--- src/rtl/multicycle_ctrl_if.sv ---
// rtl/multicycle_ctrl_if.sv - control bundle between the multicycle controller and its datapath
//
// Purpose: groups the opcode/ready inputs and every control output of the
// multicycle controller so the controller and the datapath share one port.
// Ports (controller view, modport master):
//   in  instr_op_i[5:0]   opcode field from IR
//   in  mem_ready_i       memory completes the current access this cycle
//   out alu_op_o[2:0]     ALUOp to ALU control
//   out alu_src_a_o       0=PC, 1=rs
//   out alu_src_b_o[1:0]  0=rt, 1=4, 2=imm, 3=imm<<2
//   out pc_write_o, pc_write_cond_o, branch_ne_o, pc_source_o[1:0]
//   out ir_write_o, i_or_d_o, mem_read_o, mem_write_o
//   out reg_write_o, reg_dst_o, mem_to_reg_o
//   out state_o[3:0], trap_o, trap_cause_o[1:0], instr_count_o[CNT_W-1:0]
// The datapath side uses modport slave.

interface multicycle_ctrl_if #(
    parameter int CNT_W = 32
);
    logic [5:0]       instr_op_i;
    logic             mem_ready_i;
    logic [2:0]       alu_op_o;
    logic             alu_src_a_o;
    logic [1:0]       alu_src_b_o;
    logic             pc_write_o;
    logic             pc_write_cond_o;
    logic             branch_ne_o;
    logic [1:0]       pc_source_o;
    logic             ir_write_o;
    logic             i_or_d_o;
    logic             mem_read_o;
    logic             mem_write_o;
    logic             reg_write_o;
    logic             reg_dst_o;
    logic             mem_to_reg_o;
    logic [3:0]       state_o;
    logic             trap_o;
    logic [1:0]       trap_cause_o;
    logic [CNT_W-1:0] instr_count_o;

    modport master (
        input  instr_op_i, mem_ready_i,
        output alu_op_o, alu_src_a_o, alu_src_b_o,
        output pc_write_o, pc_write_cond_o, branch_ne_o, pc_source_o,
        output ir_write_o, i_or_d_o, mem_read_o, mem_write_o,
        output reg_write_o, reg_dst_o, mem_to_reg_o,
        output state_o, trap_o, trap_cause_o, instr_count_o
    );

    modport slave (
        output instr_op_i, mem_ready_i,
        input  alu_op_o, alu_src_a_o, alu_src_b_o,
        input  pc_write_o, pc_write_cond_o, branch_ne_o, pc_source_o,
        input  ir_write_o, i_or_d_o, mem_read_o, mem_write_o,
        input  reg_write_o, reg_dst_o, mem_to_reg_o,
        input  state_o, trap_o, trap_cause_o, instr_count_o
    );
endinterface

--- src/rtl/multicycle_ctrl.sv ---
// rtl/multicycle_ctrl.sv - Moore control FSM for a shared multicycle datapath
//
// Purpose: sequences fetch/decode/execute/memory/writeback one instruction at
// a time, waits on the memory ready handshake and traps on illegal opcodes or
// on a memory access that stays unready for MEM_TIMEOUT consecutive cycles.
// Ports:
//   clk_i  rising-edge clock
//   rst_i  asynchronous active-low reset
//   bus    multicycle_ctrl_if.master (opcode/ready in, all controls out)
// Parameters:
//   MEM_TIMEOUT  max consecutive unready cycles in a memory wait state (>=2)
//   CNT_W        width of the retired-instruction counter

module multicycle_ctrl #(
    parameter int MEM_TIMEOUT = 16,
    parameter int CNT_W       = 32
) (
    input  logic                clk_i,
    input  logic                rst_i,
    multicycle_ctrl_if.master   bus
);

    typedef enum logic [3:0] {
        S_IDLE     = 4'd0,
        S_FETCH    = 4'd1,
        S_DECODE   = 4'd2,
        S_MEM_ADDR = 4'd3,
        S_MEM_RD   = 4'd4,
        S_MEM_WB   = 4'd5,
        S_MEM_WR   = 4'd6,
        S_R_EXEC   = 4'd7,
        S_R_WB     = 4'd8,
        S_I_EXEC   = 4'd9,
        S_I_WB     = 4'd10,
        S_BRANCH   = 4'd11,
        S_JUMP     = 4'd12,
        S_TRAP     = 4'd13
    } state_t;

    localparam logic [5:0] OP_RTYPE = 6'b000000;
    localparam logic [5:0] OP_J     = 6'b000010;
    localparam logic [5:0] OP_BEQ   = 6'b000100;
    localparam logic [5:0] OP_BNE   = 6'b000101;
    localparam logic [5:0] OP_ADDI  = 6'b001000;
    localparam logic [5:0] OP_SLTIU = 6'b001011;
    localparam logic [5:0] OP_ORI   = 6'b001101;
    localparam logic [5:0] OP_LUI   = 6'b001111;
    localparam logic [5:0] OP_LW    = 6'b100011;
    localparam logic [5:0] OP_SW    = 6'b101011;

    localparam logic [2:0] ALU_RTYPE = 3'd0;
    localparam logic [2:0] ALU_ADDI  = 3'd1;
    localparam logic [2:0] ALU_SLTIU = 3'd2;
    localparam logic [2:0] ALU_BEQ   = 3'd3;
    localparam logic [2:0] ALU_LUI   = 3'd4;
    localparam logic [2:0] ALU_ORI   = 3'd5;
    localparam logic [2:0] ALU_BNE   = 3'd6;

    localparam logic [1:0] CAUSE_ILLEGAL = 2'b01;
    localparam logic [1:0] CAUSE_TIMEOUT = 2'b10;

    // The counter only needs to reach MEM_TIMEOUT-1: the MEM_TIMEOUT-th
    // unready cycle is detected while it holds that value.
    localparam int              WAIT_W    = (MEM_TIMEOUT > 2) ? $clog2(MEM_TIMEOUT) : 1;
    localparam logic [WAIT_W-1:0] WAIT_LAST = WAIT_W'(MEM_TIMEOUT - 1);

    // Registered control word. 'fetch' marks the FETCH state; the IR and PC
    // write strobes there are qualified by mem_ready_i at the output.
    typedef struct packed {
        logic [2:0] alu_op;
        logic       src_a;
        logic [1:0] src_b;
        logic       fetch;
        logic       pc_write;
        logic       pc_write_cond;
        logic       branch_ne;
        logic [1:0] pc_source;
        logic       i_or_d;
        logic       mem_read;
        logic       mem_write;
        logic       reg_write;
        logic       reg_dst;
        logic       mem_to_reg;
        logic       trap;
    } ctrl_t;

    state_t             state_q, state_d;
    logic [5:0]         op_q, op_d;
    logic [WAIT_W-1:0]  wait_q, wait_d;
    logic [CNT_W-1:0]   cnt_q, cnt_d;
    logic [1:0]         cause_q, cause_d;
    ctrl_t              ctrl_q;

    function automatic logic [2:0] imm_alu_op(input logic [5:0] op);
        case (op)
            OP_SLTIU: imm_alu_op = ALU_SLTIU;
            OP_LUI:   imm_alu_op = ALU_LUI;
            OP_ORI:   imm_alu_op = ALU_ORI;
            default:  imm_alu_op = ALU_ADDI;
        endcase
    endfunction

    // Control word for the state about to be entered, so outputs are
    // registered alongside the state itself.
    function automatic ctrl_t ctrl_for(input state_t st, input logic [5:0] op);
        ctrl_t c;
        c = '0;
        case (st)
            S_FETCH: begin
                c.mem_read = 1'b1;
                c.src_b    = 2'd1;
                c.alu_op   = ALU_ADDI;
                c.fetch    = 1'b1;
            end
            S_DECODE: begin
                c.src_b  = 2'd3;
                c.alu_op = ALU_ADDI;
            end
            S_MEM_ADDR: begin
                c.src_a  = 1'b1;
                c.src_b  = 2'd2;
                c.alu_op = ALU_ADDI;
            end
            S_MEM_RD: begin
                c.mem_read = 1'b1;
                c.i_or_d   = 1'b1;
            end
            S_MEM_WB: begin
                c.reg_write  = 1'b1;
                c.mem_to_reg = 1'b1;
            end
            S_MEM_WR: begin
                c.mem_write = 1'b1;
                c.i_or_d    = 1'b1;
            end
            S_R_EXEC: begin
                c.src_a  = 1'b1;
                c.alu_op = ALU_RTYPE;
            end
            S_R_WB: begin
                c.reg_write = 1'b1;
                c.reg_dst   = 1'b1;
            end
            S_I_EXEC: begin
                c.src_a  = 1'b1;
                c.src_b  = 2'd2;
                c.alu_op = imm_alu_op(op);
            end
            S_I_WB: begin
                c.src_a     = 1'b1;
                c.src_b     = 2'd2;
                c.alu_op    = imm_alu_op(op);
                c.reg_write = 1'b1;
            end
            S_BRANCH: begin
                c.src_a         = 1'b1;
                c.alu_op        = (op == OP_BNE) ? ALU_BNE : ALU_BEQ;
                c.pc_write_cond = 1'b1;
                c.pc_source     = 2'd1;
                c.branch_ne     = (op == OP_BNE);
            end
            S_JUMP: begin
                c.pc_write  = 1'b1;
                c.pc_source = 2'd2;
            end
            S_TRAP: begin
                c.trap = 1'b1;
            end
            default: c = '0;
        endcase
        return c;
    endfunction

    logic in_wait;
    logic timed_out;

    always_comb begin
        state_d   = state_q;
        op_d      = op_q;
        cause_d   = cause_q;
        cnt_d     = cnt_q;
        wait_d    = wait_q;
        in_wait   = (state_q == S_FETCH) || (state_q == S_MEM_RD) || (state_q == S_MEM_WR);
        // Completion wins over timeout when ready arrives in the last cycle.
        timed_out = in_wait && !bus.mem_ready_i && (wait_q == WAIT_LAST);

        case (state_q)
            S_IDLE:     state_d = S_FETCH;
            S_FETCH: begin
                if (bus.mem_ready_i) begin
                    state_d = S_DECODE;
                end else if (timed_out) begin
                    state_d = S_TRAP;
                    cause_d = CAUSE_TIMEOUT;
                end
            end
            S_DECODE: begin
                op_d = bus.instr_op_i;
                case (bus.instr_op_i)
                    OP_RTYPE:                          state_d = S_R_EXEC;
                    OP_ADDI, OP_SLTIU, OP_LUI, OP_ORI: state_d = S_I_EXEC;
                    OP_LW, OP_SW:                      state_d = S_MEM_ADDR;
                    OP_BEQ, OP_BNE:                    state_d = S_BRANCH;
                    OP_J:                              state_d = S_JUMP;
                    default: begin
                        state_d = S_TRAP;
                        cause_d = CAUSE_ILLEGAL;
                    end
                endcase
            end
            S_MEM_ADDR: state_d = (op_q == OP_SW) ? S_MEM_WR : S_MEM_RD;
            S_MEM_RD: begin
                if (bus.mem_ready_i) begin
                    state_d = S_MEM_WB;
                end else if (timed_out) begin
                    state_d = S_TRAP;
                    cause_d = CAUSE_TIMEOUT;
                end
            end
            S_MEM_WR: begin
                if (bus.mem_ready_i) begin
                    state_d = S_FETCH;
                end else if (timed_out) begin
                    state_d = S_TRAP;
                    cause_d = CAUSE_TIMEOUT;
                end
            end
            S_MEM_WB:   state_d = S_FETCH;
            S_R_EXEC:   state_d = S_R_WB;
            S_R_WB:     state_d = S_FETCH;
            S_I_EXEC:   state_d = S_I_WB;
            S_I_WB:     state_d = S_FETCH;
            S_BRANCH:   state_d = S_FETCH;
            S_JUMP:     state_d = S_FETCH;
            S_TRAP:     state_d = S_TRAP;
            default:    state_d = S_IDLE;
        endcase

        // Every arrival in FETCH other than from IDLE retires an instruction.
        if ((state_d == S_FETCH) && (state_q != S_FETCH) && (state_q != S_IDLE)) begin
            cnt_d = cnt_q + 1'b1;
        end

        if (state_d != state_q) begin
            wait_d = '0;
        end else if (in_wait && !bus.mem_ready_i) begin
            wait_d = wait_q + 1'b1;
        end
    end

    always_ff @(posedge clk_i or negedge rst_i) begin
        if (!rst_i) begin
            state_q <= S_IDLE;
            op_q    <= '0;
            wait_q  <= '0;
            cnt_q   <= '0;
            cause_q <= '0;
            ctrl_q  <= '0;
        end else begin
            state_q <= state_d;
            op_q    <= op_d;
            wait_q  <= wait_d;
            cnt_q   <= cnt_d;
            cause_q <= cause_d;
            ctrl_q  <= ctrl_for(state_d, op_d);
        end
    end

    logic fetch_done;
    assign fetch_done = ctrl_q.fetch & bus.mem_ready_i;

    assign bus.alu_op_o        = ctrl_q.alu_op;
    assign bus.alu_src_a_o     = ctrl_q.src_a;
    assign bus.alu_src_b_o     = ctrl_q.src_b;
    assign bus.pc_write_o      = ctrl_q.pc_write | fetch_done;
    assign bus.pc_write_cond_o = ctrl_q.pc_write_cond;
    assign bus.branch_ne_o     = ctrl_q.branch_ne;
    assign bus.pc_source_o     = ctrl_q.pc_source;
    assign bus.ir_write_o      = fetch_done;
    assign bus.i_or_d_o        = ctrl_q.i_or_d;
    assign bus.mem_read_o      = ctrl_q.mem_read;
    assign bus.mem_write_o     = ctrl_q.mem_write;
    assign bus.reg_write_o     = ctrl_q.reg_write;
    assign bus.reg_dst_o       = ctrl_q.reg_dst;
    assign bus.mem_to_reg_o    = ctrl_q.mem_to_reg;
    assign bus.state_o         = state_q;
    assign bus.trap_o          = ctrl_q.trap;
    assign bus.trap_cause_o    = cause_q;
    assign bus.instr_count_o   = cnt_q;

endmodule

--- src/flat_wrapper.sv ---
// flat-port wrapper written by rule: the top's interface ports become plain ports
module multicycle_ctrl_flat 
#(
    parameter int MEM_TIMEOUT = 16,
    parameter int CNT_W       = 32
)
  (clk_i, rst_i, bus_instr_op_i, bus_mem_ready_i, bus_alu_op_o, bus_alu_src_a_o, bus_alu_src_b_o, bus_pc_write_o, bus_pc_write_cond_o, bus_branch_ne_o, bus_pc_source_o, bus_ir_write_o, bus_i_or_d_o, bus_mem_read_o, bus_mem_write_o, bus_reg_write_o, bus_reg_dst_o, bus_mem_to_reg_o, bus_state_o, bus_trap_o, bus_trap_cause_o, bus_instr_count_o);
  multicycle_ctrl_if #(.CNT_W(CNT_W)) bus_i ();
  input  logic clk_i;
  input  logic rst_i;
  input wire logic [$bits(bus_i.instr_op_i)-1:0] bus_instr_op_i;
  input wire logic [$bits(bus_i.mem_ready_i)-1:0] bus_mem_ready_i;
  output wire logic [$bits(bus_i.alu_op_o)-1:0] bus_alu_op_o;
  output wire logic [$bits(bus_i.alu_src_a_o)-1:0] bus_alu_src_a_o;
  output wire logic [$bits(bus_i.alu_src_b_o)-1:0] bus_alu_src_b_o;
  output wire logic [$bits(bus_i.pc_write_o)-1:0] bus_pc_write_o;
  output wire logic [$bits(bus_i.pc_write_cond_o)-1:0] bus_pc_write_cond_o;
  output wire logic [$bits(bus_i.branch_ne_o)-1:0] bus_branch_ne_o;
  output wire logic [$bits(bus_i.pc_source_o)-1:0] bus_pc_source_o;
  output wire logic [$bits(bus_i.ir_write_o)-1:0] bus_ir_write_o;
  output wire logic [$bits(bus_i.i_or_d_o)-1:0] bus_i_or_d_o;
  output wire logic [$bits(bus_i.mem_read_o)-1:0] bus_mem_read_o;
  output wire logic [$bits(bus_i.mem_write_o)-1:0] bus_mem_write_o;
  output wire logic [$bits(bus_i.reg_write_o)-1:0] bus_reg_write_o;
  output wire logic [$bits(bus_i.reg_dst_o)-1:0] bus_reg_dst_o;
  output wire logic [$bits(bus_i.mem_to_reg_o)-1:0] bus_mem_to_reg_o;
  output wire logic [$bits(bus_i.state_o)-1:0] bus_state_o;
  output wire logic [$bits(bus_i.trap_o)-1:0] bus_trap_o;
  output wire logic [$bits(bus_i.trap_cause_o)-1:0] bus_trap_cause_o;
  output wire logic [$bits(bus_i.instr_count_o)-1:0] bus_instr_count_o;
  assign bus_i.instr_op_i = bus_instr_op_i;
  assign bus_i.mem_ready_i = bus_mem_ready_i;
  assign bus_alu_op_o = bus_i.alu_op_o;
  assign bus_alu_src_a_o = bus_i.alu_src_a_o;
  assign bus_alu_src_b_o = bus_i.alu_src_b_o;
  assign bus_pc_write_o = bus_i.pc_write_o;
  assign bus_pc_write_cond_o = bus_i.pc_write_cond_o;
  assign bus_branch_ne_o = bus_i.branch_ne_o;
  assign bus_pc_source_o = bus_i.pc_source_o;
  assign bus_ir_write_o = bus_i.ir_write_o;
  assign bus_i_or_d_o = bus_i.i_or_d_o;
  assign bus_mem_read_o = bus_i.mem_read_o;
  assign bus_mem_write_o = bus_i.mem_write_o;
  assign bus_reg_write_o = bus_i.reg_write_o;
  assign bus_reg_dst_o = bus_i.reg_dst_o;
  assign bus_mem_to_reg_o = bus_i.mem_to_reg_o;
  assign bus_state_o = bus_i.state_o;
  assign bus_trap_o = bus_i.trap_o;
  assign bus_trap_cause_o = bus_i.trap_cause_o;
  assign bus_instr_count_o = bus_i.instr_count_o;
  multicycle_ctrl #(.MEM_TIMEOUT(MEM_TIMEOUT), .CNT_W(CNT_W)) u_core (.clk_i(clk_i), .rst_i(rst_i), .bus(bus_i));
endmodule
--- config.mk ---
export PLATFORM = sky130hd
export DESIGN_NAME = multicycle_ctrl_flat
export DESIGN_NICKNAME = d
export VERILOG_FILES = /design/src/rtl/multicycle_ctrl_if.sv /design/src/rtl/multicycle_ctrl.sv /design/src/flat_wrapper.sv
export SDC_FILE = /design/constraint.sdc
export NUM_CORES = 1
export LEC_CHECK = 0
export BUFFER_PORTS_ARGS = -buffer_cell sky130_fd_sc_hd__buf_2
export CAP_MARGIN = 10
export CORE_AREA = 2 2 92 94
export CTS_CLUSTER_DIAMETER = 120
export CTS_CLUSTER_SIZE = 25
export DETAILED_ROUTE_END_ITERATION = 8
export DIE_AREA = 0 0 94 96
export PLACE_DENSITY = 0.71
export SLEW_MARGIN = 20
export SYNTH_ARGS = -nofsm -noshare
export SYNTH_HDL_FRONTEND = slang
export SYNTH_SLANG_ARGS = --single-unit
--- constraint.sdc ---
create_clock -name clk_i -period 2.8 [get_ports clk_i]
set_input_delay 0.28 -clock clk_i [delete_from_list [all_inputs] [get_ports clk_i]]
set_output_delay 0.28 -clock clk_i [all_outputs]
set_load 0.05 [all_outputs]
Word level (Yosys, flattened, before mapping)
Index checks and enable logic that the tools add are counted.
{"block": "word_totals", "in_bits": 9, "register_bits": 67, "output_inout_bits": 57}
{"block": "op_classes", "bitwise": 2, "n_eq_ne": 46, "addsub": 2, "n_mux": 30, "reduce_logical": 26}
{"cell": "$eq 4x4->1 const B", "n": 13}
{"cell": "$eq 6x4->1 const B", "n": 7}
{"cell": "$pmux 4 s9", "n": 1}
{"cell": "$add 32x1->32 const B", "n": 1}
{"cell": "$eq 4x3->1 const B", "n": 8}
{"cell": "$mux 4", "n": 6}
{"cell": "$pmux 4 s5", "n": 1}
{"cell": "$eq 6x3->1 const B", "n": 3}
{"cell": "$eq 6x6->1 const B", "n": 3}
{"cell": "$pmux 3 s3", "n": 2}
{"cell": "$eq 4x2->1 const B", "n": 4}
{"cell": "$reduce_or 3->1", "n": 4}
{"cell": "$mux 1", "n": 10}
{"cell": "$mux 2", "n": 5}
{"cell": "$reduce_or 10->1", "n": 1}
{"cell": "$reduce_or 2->1", "n": 5}
{"cell": "$eq 4x1->1 const B", "n": 2}
{"cell": "$pmux 2 s2", "n": 2}
{"cell": "$eq 6x2->1 const B", "n": 1}
{"cell": "$logic_not 6->1", "n": 1}
{"cell": "$mux 6", "n": 1}
{"cell": "$pmux 2 s3", "n": 1}
{"cell": "$reduce_or 6->1", "n": 1}
{"cell": "$reduce_or 5->1", "n": 1}
{"cell": "other kinds (16)", "n": 22}

Longest topological paths before layout
Gate-level depths: netlist of run 1.
{"block": "depth", "word_depth": 11, "mapped_depth": 10}

Least setup slack after synthesis of run 1
No wires, ideal clock.
{"block": "synth_path", "path_kind": "register to register", "start": "register u_core.state_q[1] (netlist: u_core.bus.state_o[1])", "end": "register u_core.cnt_q[23] (netlist: u_core.bus.instr_count_o[23])", "t_arrival_ns": 2.629, "path_stages_with_launch": 10, "required_time_ns": 2.654, "synth_period_minus_slack_ns": 2.774, "setup_slack_ns": 0.026, "path_cell_list": "dfrtp_1 -> clkbuf_1 -> or4b_1 -> clkbuf_1 -> a211o_1 -> buf_2 -> nand2_1 -> buf_2 -> nor4_2 -> xor2_1"}
{"block": "synth_between", "elab_chain_cells": 11, "elab_cells_between_ends": 29, "cone_classes": "eq/ne: 15; mux: 5; reduce/logical: 9"}
{"element": "start: declaration", "line": "multicycle_ctrl.sv:87", "text": "state_t state_q, state_d;"}
{"element": "start signal: assignment", "line": "multicycle_ctrl.sv:260", "text": "state_q <= state_d;"}
{"element": "$eq 4x1->1 or $eq 4x3->1 (tied branches)", "line": "multicycle_ctrl.sv:183, multicycle_ctrl.sv:187"}
{"element": "$logic_or 1x1->1 (2 in a row)", "line": "multicycle_ctrl.sv:183", "text": "in_wait = (state_q == S_FETCH) || (state_q == S_MEM_RD) || (state_q == S_MEM_WR);"}
{"element": "$logic_and 1x1->1 (2 in a row)", "line": "multicycle_ctrl.sv:185", "text": "timed_out = in_wait && !bus.mem_ready_i && (wait_q == WAIT_LAST);"}
{"element": "$mux 4", "line": "multicycle_ctrl.sv:192, multicycle_ctrl.sv:215, multicycle_ctrl.sv:223"}
{"element": "$mux 4 (on tied branches)", "line": "multicycle_ctrl.sv:221, multicycle_ctrl.sv:190, multicycle_ctrl.sv:213"}
{"element": "$pmux 4 s9", "line": "multicycle_ctrl.sv:187", "text": "case (state_q)"}
{"element": "$eq 4x1->1", "line": "multicycle_ctrl.sv:240", "text": "if ((state_d == S_FETCH) && (state_q != S_FETCH) && (state_q != S_IDLE)) begin"}
{"element": "$logic_and 1x1->1", "line": "multicycle_ctrl.sv:240"}
{"element": "$logic_and 1x1->1 *", "line": "multicycle_ctrl.sv:240"}
{"element": "end signal: assignment", "line": "multicycle_ctrl.sv:263", "text": "cnt_q <= cnt_d;"}
{"element": "end: declaration", "line": "multicycle_ctrl.sv:90", "text": "logic [CNT_W-1:0] cnt_q, cnt_d;"}
Mark *: on every way between the ends. The rest lies on a longest branch, timed or not.
A chain may end at the register's enable or synchronous reset.

Final worst setup path of run 1
{"block": "layout_path", "start": "register u_core.state_q[2] (netlist: u_core.bus.state_o[2])", "end": "register u_core.ctrl_q (netlist bit u_core.bus.alu_op_o[2])"}
{"block": "layout_between", "elab_chain_cells": 11, "elab_cells_between_ends": 40, "cone_classes": "eq/ne: 23; mux: 9; reduce/logical: 8"}
{"element": "$eq 4x1->1 or $eq 4x3->1 (tied branches)", "line": "multicycle_ctrl.sv:183, multicycle_ctrl.sv:187"}
{"element": "$logic_or 1x1->1 (2 in a row)", "line": "multicycle_ctrl.sv:183"}
{"element": "$logic_and 1x1->1 (2 in a row)", "line": "multicycle_ctrl.sv:185"}
{"element": "$mux 4", "line": "multicycle_ctrl.sv:192, multicycle_ctrl.sv:215, multicycle_ctrl.sv:223"}
{"element": "$mux 4 (on tied branches)", "line": "multicycle_ctrl.sv:221, multicycle_ctrl.sv:190, multicycle_ctrl.sv:213"}
{"element": "$pmux 4 s9", "line": "multicycle_ctrl.sv:187"}
{"element": "$eq 4x2->1, or another cell as far along", "line": "multicycle_ctrl.sv:108", "text": "case (st)"}
{"element": "$reduce_or 3->1 (no line) or $reduce_or 2->1 (tied branches)"}
{"element": "$pmux 3 s3 *", "line": "multicycle_ctrl.sv:108"}
{"element": "end signal: assignment", "line": "multicycle_ctrl.sv:265", "text": "ctrl_q <= ctrl_for(state_d, op_d);"}
{"element": "end: declaration", "line": "multicycle_ctrl.sv:92", "text": "ctrl_t ctrl_q;"}
Marks and branches as above.

==> results of run 1 <==
-- per-stage QoR --
step	util [%]	worst slack [ps]	instance area, um2	cells	power (mW)
2_1_floorplan	-	25.6	3920	380	3.04
3_3_place_gp	54.4	278	4380	537	3.57
3_5_place_dp	54.4	195	4380	537	3.60
4_1_cts	56.6	279	4550	553	4.33
5_1_grt	56.6	45.8	4550	553	4.58
6_report	56.6	246	4550	553	4.32
-- tightest hold or removal path: stages --
cell     delay, ps
buf_2          130
nand2_1         60
nand2_1         40
-- synth_stat cells, types with 6 or more instances --
cell type  instances
dfrtp_1           67
xor2_1            32
nor3_1            24
nand2_1           23
nor4_2            21
nor2_1            19
nand3_1           18
nand4_1           15
clkbuf_1          11
and3_1            10
nor2b_1           10
buf_2              9
buf_4              9
inv_1              9
o2111ai_1          6
or4_1              6
xnor2_1            6
-- registers in the layout (all words and copies together) (netlist names), 2 cells and up --
register and count:
u_core.bus.alu_op_o 3, u_core.bus.alu_src_b_o 2, u_core.bus.instr_count_o 32, u_core.bus.pc_source_o 2, u_core.bus.state_o 4, u_core.bus.trap_cause_o 2
u_core.ctrl_q 2, u_core.op_q 6, u_core.wait_q 4
-- kinds of logic after synthesis --
| family | after synthesis | share of synthesized area (%) |
|---|---|---|
| compound gates | 42 | 9.09 |
| xor+xnor | 38 | 8.48 |
| fa+ha+maj | 2 | 0.638 |
| buf+inv | 45 | 6.41 |
| flops | 67 | 42.7 |
| mux | 4 | 1.08 |
| simple gates | 182 | 31.6 |
-- worst max path at each step --
stage | from | endpoint | slack (ps) | cells after the start
floorplan | u_core.bus.state_o[1] | u_core.bus.instr_count_o[23] | 30 | 9
global placement | bus_instr_op_i[2] | u_core.bus.instr_count_o[23] | 280 | 8
detailed placement | bus_instr_op_i[2] | u_core.bus.instr_count_o[23] | 200 | 8
CTS | u_core.bus.state_o[2] | u_core.bus.instr_count_o[9] | 280 | 6
global route | u_core.bus.state_o[2] | u_core.bus.mem_write_o | 50 | 8
finish | u_core.bus.state_o[2] | u_core.bus.alu_op_o[2] | 250 | 7
-- layout make-up --
class	instances	area, um2	share of cell area [%]
inverters	10	37.5	0.824
multi-input cells	268	2020	44.3
clock buffers	10	138	3.02
repair buffers	88	526	11.5
clock inverters	5	30.0	0.659
flip-flops and latches	67	1680	36.8
well taps	105	131	2.88
-- where the power goes --
group	total (mW)	internal, mW	leakage [nW]	switching, mW
Sequential	1.30	1.15	0.888	0.153
Combinational	2.31	0.708	1.21	1.61
Clock	0.706	0.335	0.0839	0.371
-- metal layers --
layer	routed length [um]	global-route usage [%]	vias to the layer above
met5	0	0	-
met4	129	7.25	0
met3	441	4.23	14
met2	4040	31.5	96
met1	4300	29.7	1558
li1	-	-	1518
-- timing repair --
item,in CTS,in global routing
hold buffers,1,0
hold endpoints to repair,6,0
endpoints found under the setup margin,0,0
==> out/metrics.yaml, run 1 <==
hold_path:
  whs_path_depth: 3
  hp-start: "bus_instr_op_i[5]"
  hold_end: "u_core.op_q[5]"
  holdCritPathClass: "in2reg"
floorplanning:
  die_area_um2: 9020
  die_y_um: 96
  pin_count: 66
  start_util_pct: 48.7
  core_area_um2: 8050
  die_width_um: 94
  std_cell_rows: 33
synthesis:
  yosysSeqAreaShare_pct: 42.7
  synth_cells: 380
  synth_area_per_cell_um2: 10.3
  ys_types: 64
  synth.top_cell.area_share_pct: 42.7
  yosysTopAreaCell: "dfrtp_1"
  ys_top_cells_by_area: "dfrtp_1 43%, xor2_1 7.1%, nor4_2 6.7%, nor3_1 3.1%, nand4_1 2.4%"
  synth-edff-count: 0
  synth_ff_type: "dfrtp_1"
  synth-async-reset-ratio_pct: 100
  synth-seq-cells: 67
  yosysWarnings: 0
  synth_nets: 391
  synth_area_um2: 3920
global_routing:
  grt_pass1_vias: 2981
  grt_pass1_wl_um: 14700
  antenna_found_initial: 0
  grt_max_degree: 38
  grt-ovfl-total: 0
  grt_util_all_layers_pct: 20.8
place:
  post-dp-hpwl_um: 6320
  io_buffers: 65
  globalplace.congestion: 0.892
sta:
  skew_ps: 10.7
  rsz0062_at_grt: "no"
  fin_crit_ps: 2550
  whs_ps: 210
  drv_slew: 0
  max_freq_mhz: 392
  setup_tns_ps: 0
  finalHoldViolations: 0
  setup_viol: 0
  min_period_over_period_pct: 91.2
  worst-slew-pin-transition_ps: 680
  max_slew_margin_pct: 54.3
cts:
  cts-htree-levels: 3
  clk_latency_ps: 350
  cts-resized-gates: 0
  root_buffer: "clkbuf_8"
  cts.path.max_buffers: 2
  clk_pin_slew_ps: 70
  cts.sinks: 67
  cts_buffers: 9
  post-cts-setup-buffers: 0
  cts_tree: "built"
power_and_ir_drop:
  power_density_nw_per_um2: 949
  leakage_nw: 2.19
  peakVddDrop_v: 0.000706
worst_setup_path:
  r2r_cells: 7
  slowest_stage: "nor3b_1"
  critPathLaunchType: "register"
  crit_path_end_kind: "register"
  critPathKind: "reg2reg"
  crit_buf_inv: 2
  r2r_end: "u_core.bus.alu_op_o[2]"
  cpPeakStageDelay_ps: 550
  required_ps: 3040
  cp_top_family: "compound AO/OA/AOI/OAI gates"
  r2r-start: "u_core.bus.state_o[2]"
  r2r_slack_ps: 250
  cp.arrival_ps: 2800
  cpMostUsedCell: "buf_4"
  crit_fanout: 13
  path_cells: "nor3b_1, o211ai_1, o2111ai_4, buf_4, buf_4, nand2b_4, o41ai_2"
detailed_routing:
  wl_um: 8910
  drt-vias-per-instance: 5.76
  vias: 3186
  dr.first_iter.drc_count: 157
  drt_pass1_iterations: 4
  antenna_left: 0
  wl_per_cell_um: 16.1
  drc: 0
cells_and_area:
  diodes: 0
  area_growth_pct: 16.1
  fin_nets: 455
  layout_common_cells: "67 x dfrtp_1, 65 x buf_2, 32 x xor2_1"
  final_common_cell: "dfrtp_1"
  fill_cells: 750
  drive_above_1_share_pct: 31.7
run:
  max_cap_viol_count: 0
run_status:
  status: "completed"
Note: power is estimated with default switching activity, not from simulation.
==> run 2, diff against run 1 <==
--- a/config.mk
+++ b/config.mk
@@ -7,12 +7,14 @@
 export LEC_CHECK = 0
 export BUFFER_PORTS_ARGS = -buffer_cell sky130_fd_sc_hd__buf_2
 export CAP_MARGIN = 10
-export CORE_AREA = 2 2 92 94
+export CORE_AREA = 8 8 98 100
+export CTS_BUF_LIST = sky130_fd_sc_hd__clkbuf_4 sky130_fd_sc_hd__clkbuf_8
 export CTS_CLUSTER_DIAMETER = 120
 export CTS_CLUSTER_SIZE = 25
 export DETAILED_ROUTE_END_ITERATION = 8
-export DIE_AREA = 0 0 94 96
+export DIE_AREA = 0 0 106 108
 export PLACE_DENSITY = 0.71
+export SETUP_SLACK_MARGIN = 0.02
 export SLEW_MARGIN = 20
 export SYNTH_ARGS = -nofsm -noshare
 export SYNTH_HDL_FRONTEND = slang
==> out/metrics.yaml, run 2 (synthesis results as in run 1) <==
global_routing:
  antenna_found_initial: 0  # unchanged
  grt_max_degree: 43  # +13%
  grt-ovfl-total: 0  # unchanged
  grt_pass1_wl_um: 15800  # +7.5%
  grt_pass1_vias: 3075  # +3.2%
  grt_util_all_layers_pct: 16.9  # -3.8 points
sta:
  max_freq_mhz: 397  # +1.4%
  rsz0062_at_grt: "no"
  skew_ps: 9.86  # -0.845 ps
  drv_slew: 0  # unchanged
  whs_ps: 196  # -14.3 ps
  fin_crit_ps: 2520  # -35.4 ps
  max_slew_margin_pct: 52.6  # -1.7 points
  finalHoldViolations: 0  # unchanged
  min_period_over_period_pct: 89.9  # -1.3 points
  setup_tns_ps: 0  # unchanged
  setup_viol: 0  # unchanged
  worst-slew-pin-transition_ps: 704  # +24.8 ps
worst_setup_path:
  r2r_cells: 7  # unchanged
  r2r_slack_ps: 280  # +40 ps
  r2r-start: "u_core.bus.state_o[1]"
  r2r_end: "u_core.bus.instr_count_o[6]"
  critPathLaunchType: "register"
  critPathKind: "reg2reg"
  crit_path_end_kind: "register"
  cp.arrival_ps: 2790  # about the same
  crit_fanout: 14  # +1
  required_ps: 3070  # +30 ps
cells_and_area:
  largest_reg_flops: 32  # unchanged
  final_core_util_pct: 57.1  # +0.51 points
  fill_cells: 720  # -4.0%
  fin_area_um2: 4600  # +0.91%
  drive_above_1_share_pct: 30.9  # -0.77 points
  layout_common_cells: "67 x dfrtp_1, 65 x buf_2, 32 x xor2_1"
  fin_nets: 449  # -1.3%
  diodes: 0  # unchanged
  final_common_cell: "dfrtp_1"
  area_growth_pct: 17.1
power_and_ir_drop:
  p_seq_share_pct: 28.9  # -1.2 points
  peakVddDrop_v: 0.000649  # -8.1%
  pwr-share-clk_pct: 19.6  # +3.3 points
  p_int_mw: 2.35  # +7.3%
  power_density_nw_per_um2: 983  # +3.6%
  power_switching_share_pct: 48.0  # -1.4 points
  total_power_mw: 4.52  # +4.5%
  comb_power_share_pct: 51.5  # -2.1 points
  p_sw_mw: 2.17  # +1.6%
  leakage_nw: 2.18  # about the same
place:
  globalplace.congestion: 0.817  # -8.5%
  io_buffers: 65  # unchanged
  post-dp-hpwl_um: 6730  # +6.5%
  placed_area_um2: 4370  # -0.17%
cts:
  cts-resized-gates: 0  # unchanged
  cts-htree-levels: 3  # unchanged
  clk_pin_slew_ps: 80  # about the same
  clk_latency_ps: 350  # about the same
  cts.sinks: 67  # unchanged
  cts_buffers: 9  # unchanged
  cts_tree: "built"
  cts.path.max_buffers: 2  # unchanged
  root_buffer: "clkbuf_8"
detailed_routing:
  wl_um: 9430  # +5.9%
  drt-vias-per-instance: 5.75  # -0.16%
  dr.first_iter.drc_count: 265  # +69%
  vias: 3152  # -1.1%
  drc: 0  # unchanged
  drt_pass1_iterations: 4  # unchanged
  antenna_left: 0  # unchanged
  wl_per_cell_um: 17.2  # +6.8%
floorplanning:
  core_area_um2: 8050  # unchanged
  pin_count: 66  # unchanged
  die_area_um2: 11400  # +27%
  std_cell_rows: 33  # unchanged
  die_y_um: 108  # +13%
  start_util_pct: 48.7  # unchanged
  die_width_um: 106  # +13%
hold_path:
  holdCritPathClass: "in2reg"
  hp-start: "bus_instr_op_i[5]"
  hold_end: "u_core.op_q[5]"
  whs_path_depth: 3  # unchanged
run:
  max_cap_viol_count: 0  # unchanged
run_status:
  status: "completed"
[run 2: changes by cell type in the layout (fill, tap and decap cells not counted)]
cell        before  now
buf_4           20   11
buf_12           2    5
clkinv_2         3    2
clkinvlp_4       2    3
clkbuf_8        10    9
bufinv_16        0    2
[run 2: final cells by class]
cell class / instances / area [um2] / area share (%)
clock inverters: 7 / 92.6 / 2.01
repair buffers: 82 / 518 / 11.3
inverters: 10 / 37.5 / 0.817
flip-flops and latches: 67 / 1680 / 36.5
clock buffers: 9 / 124 / 2.70
multi-input cells: 268 / 2020 / 43.9
well taps: 105 / 131 / 2.86
[run 2: critical path, cell delays in order (launching register included)]
cell and delay (ps):
dfrtp_1 530, buf_4 230, a221o_1 350, o22ai_2 380, nand2_2 200, buf_4 260
nor3_1 290, xor2_1 190
[run 2: layer usage]
layer	GRT usage, %	share of wire, %
met5	0	0
met4	6.23	1.4
met3	4.94	6.6
met2	24.2	45
met1	23.7	47
[run 2: timing repair]
item                                   in CTS  in global routing
endpoints found under the hold margin      25                  0
hold buffers                                1                  0
buffers inserted                            0                  0
[run 2: stage by stage]
step	setup WS [ps]	cells
5_1_grt	101	548
2_1_floorplan	25.6	380
4_1_cts	280	548
3_3_place_gp	257	531
3_5_place_dp	192	531
6_report	282	548
[run 2: power by group through the flow]
stage | registers (mW) | clock network, mW | logic, mW
final | 1.31 | 0.885 | 2.33
after global routing | 1.33 | 0.947 | 2.49
after CTS | 1.30 | 0.901 | 2.33
after detailed placement | 1.31 | 0 | 2.30
after global placement | 1.31 | 0 | 2.27
after floorplan | 1.59 | 0 | 1.45
[run 2: worst max-delay path by stage]
stage | from | end | slack (ps) | cells past startpoint
2_1_floorplan | u_core.bus.state_o[1] | u_core.bus.instr_count_o[23] | 30 | 9
5_1_grt | u_core.bus.state_o[0] | u_core.bus.instr_count_o[9] | 100 | 8
4_1_cts | u_core.bus.state_o[1] | u_core.bus.instr_count_o[6] | 280 | 7
3_3_place_gp | bus_instr_op_i[2] | u_core.bus.instr_count_o[11] | 260 | 8
6_report | u_core.bus.state_o[1] | u_core.bus.instr_count_o[6] | 280 | 7
3_5_place_dp | bus_instr_op_i[2] | u_core.bus.instr_count_o[6] | 190 | 8
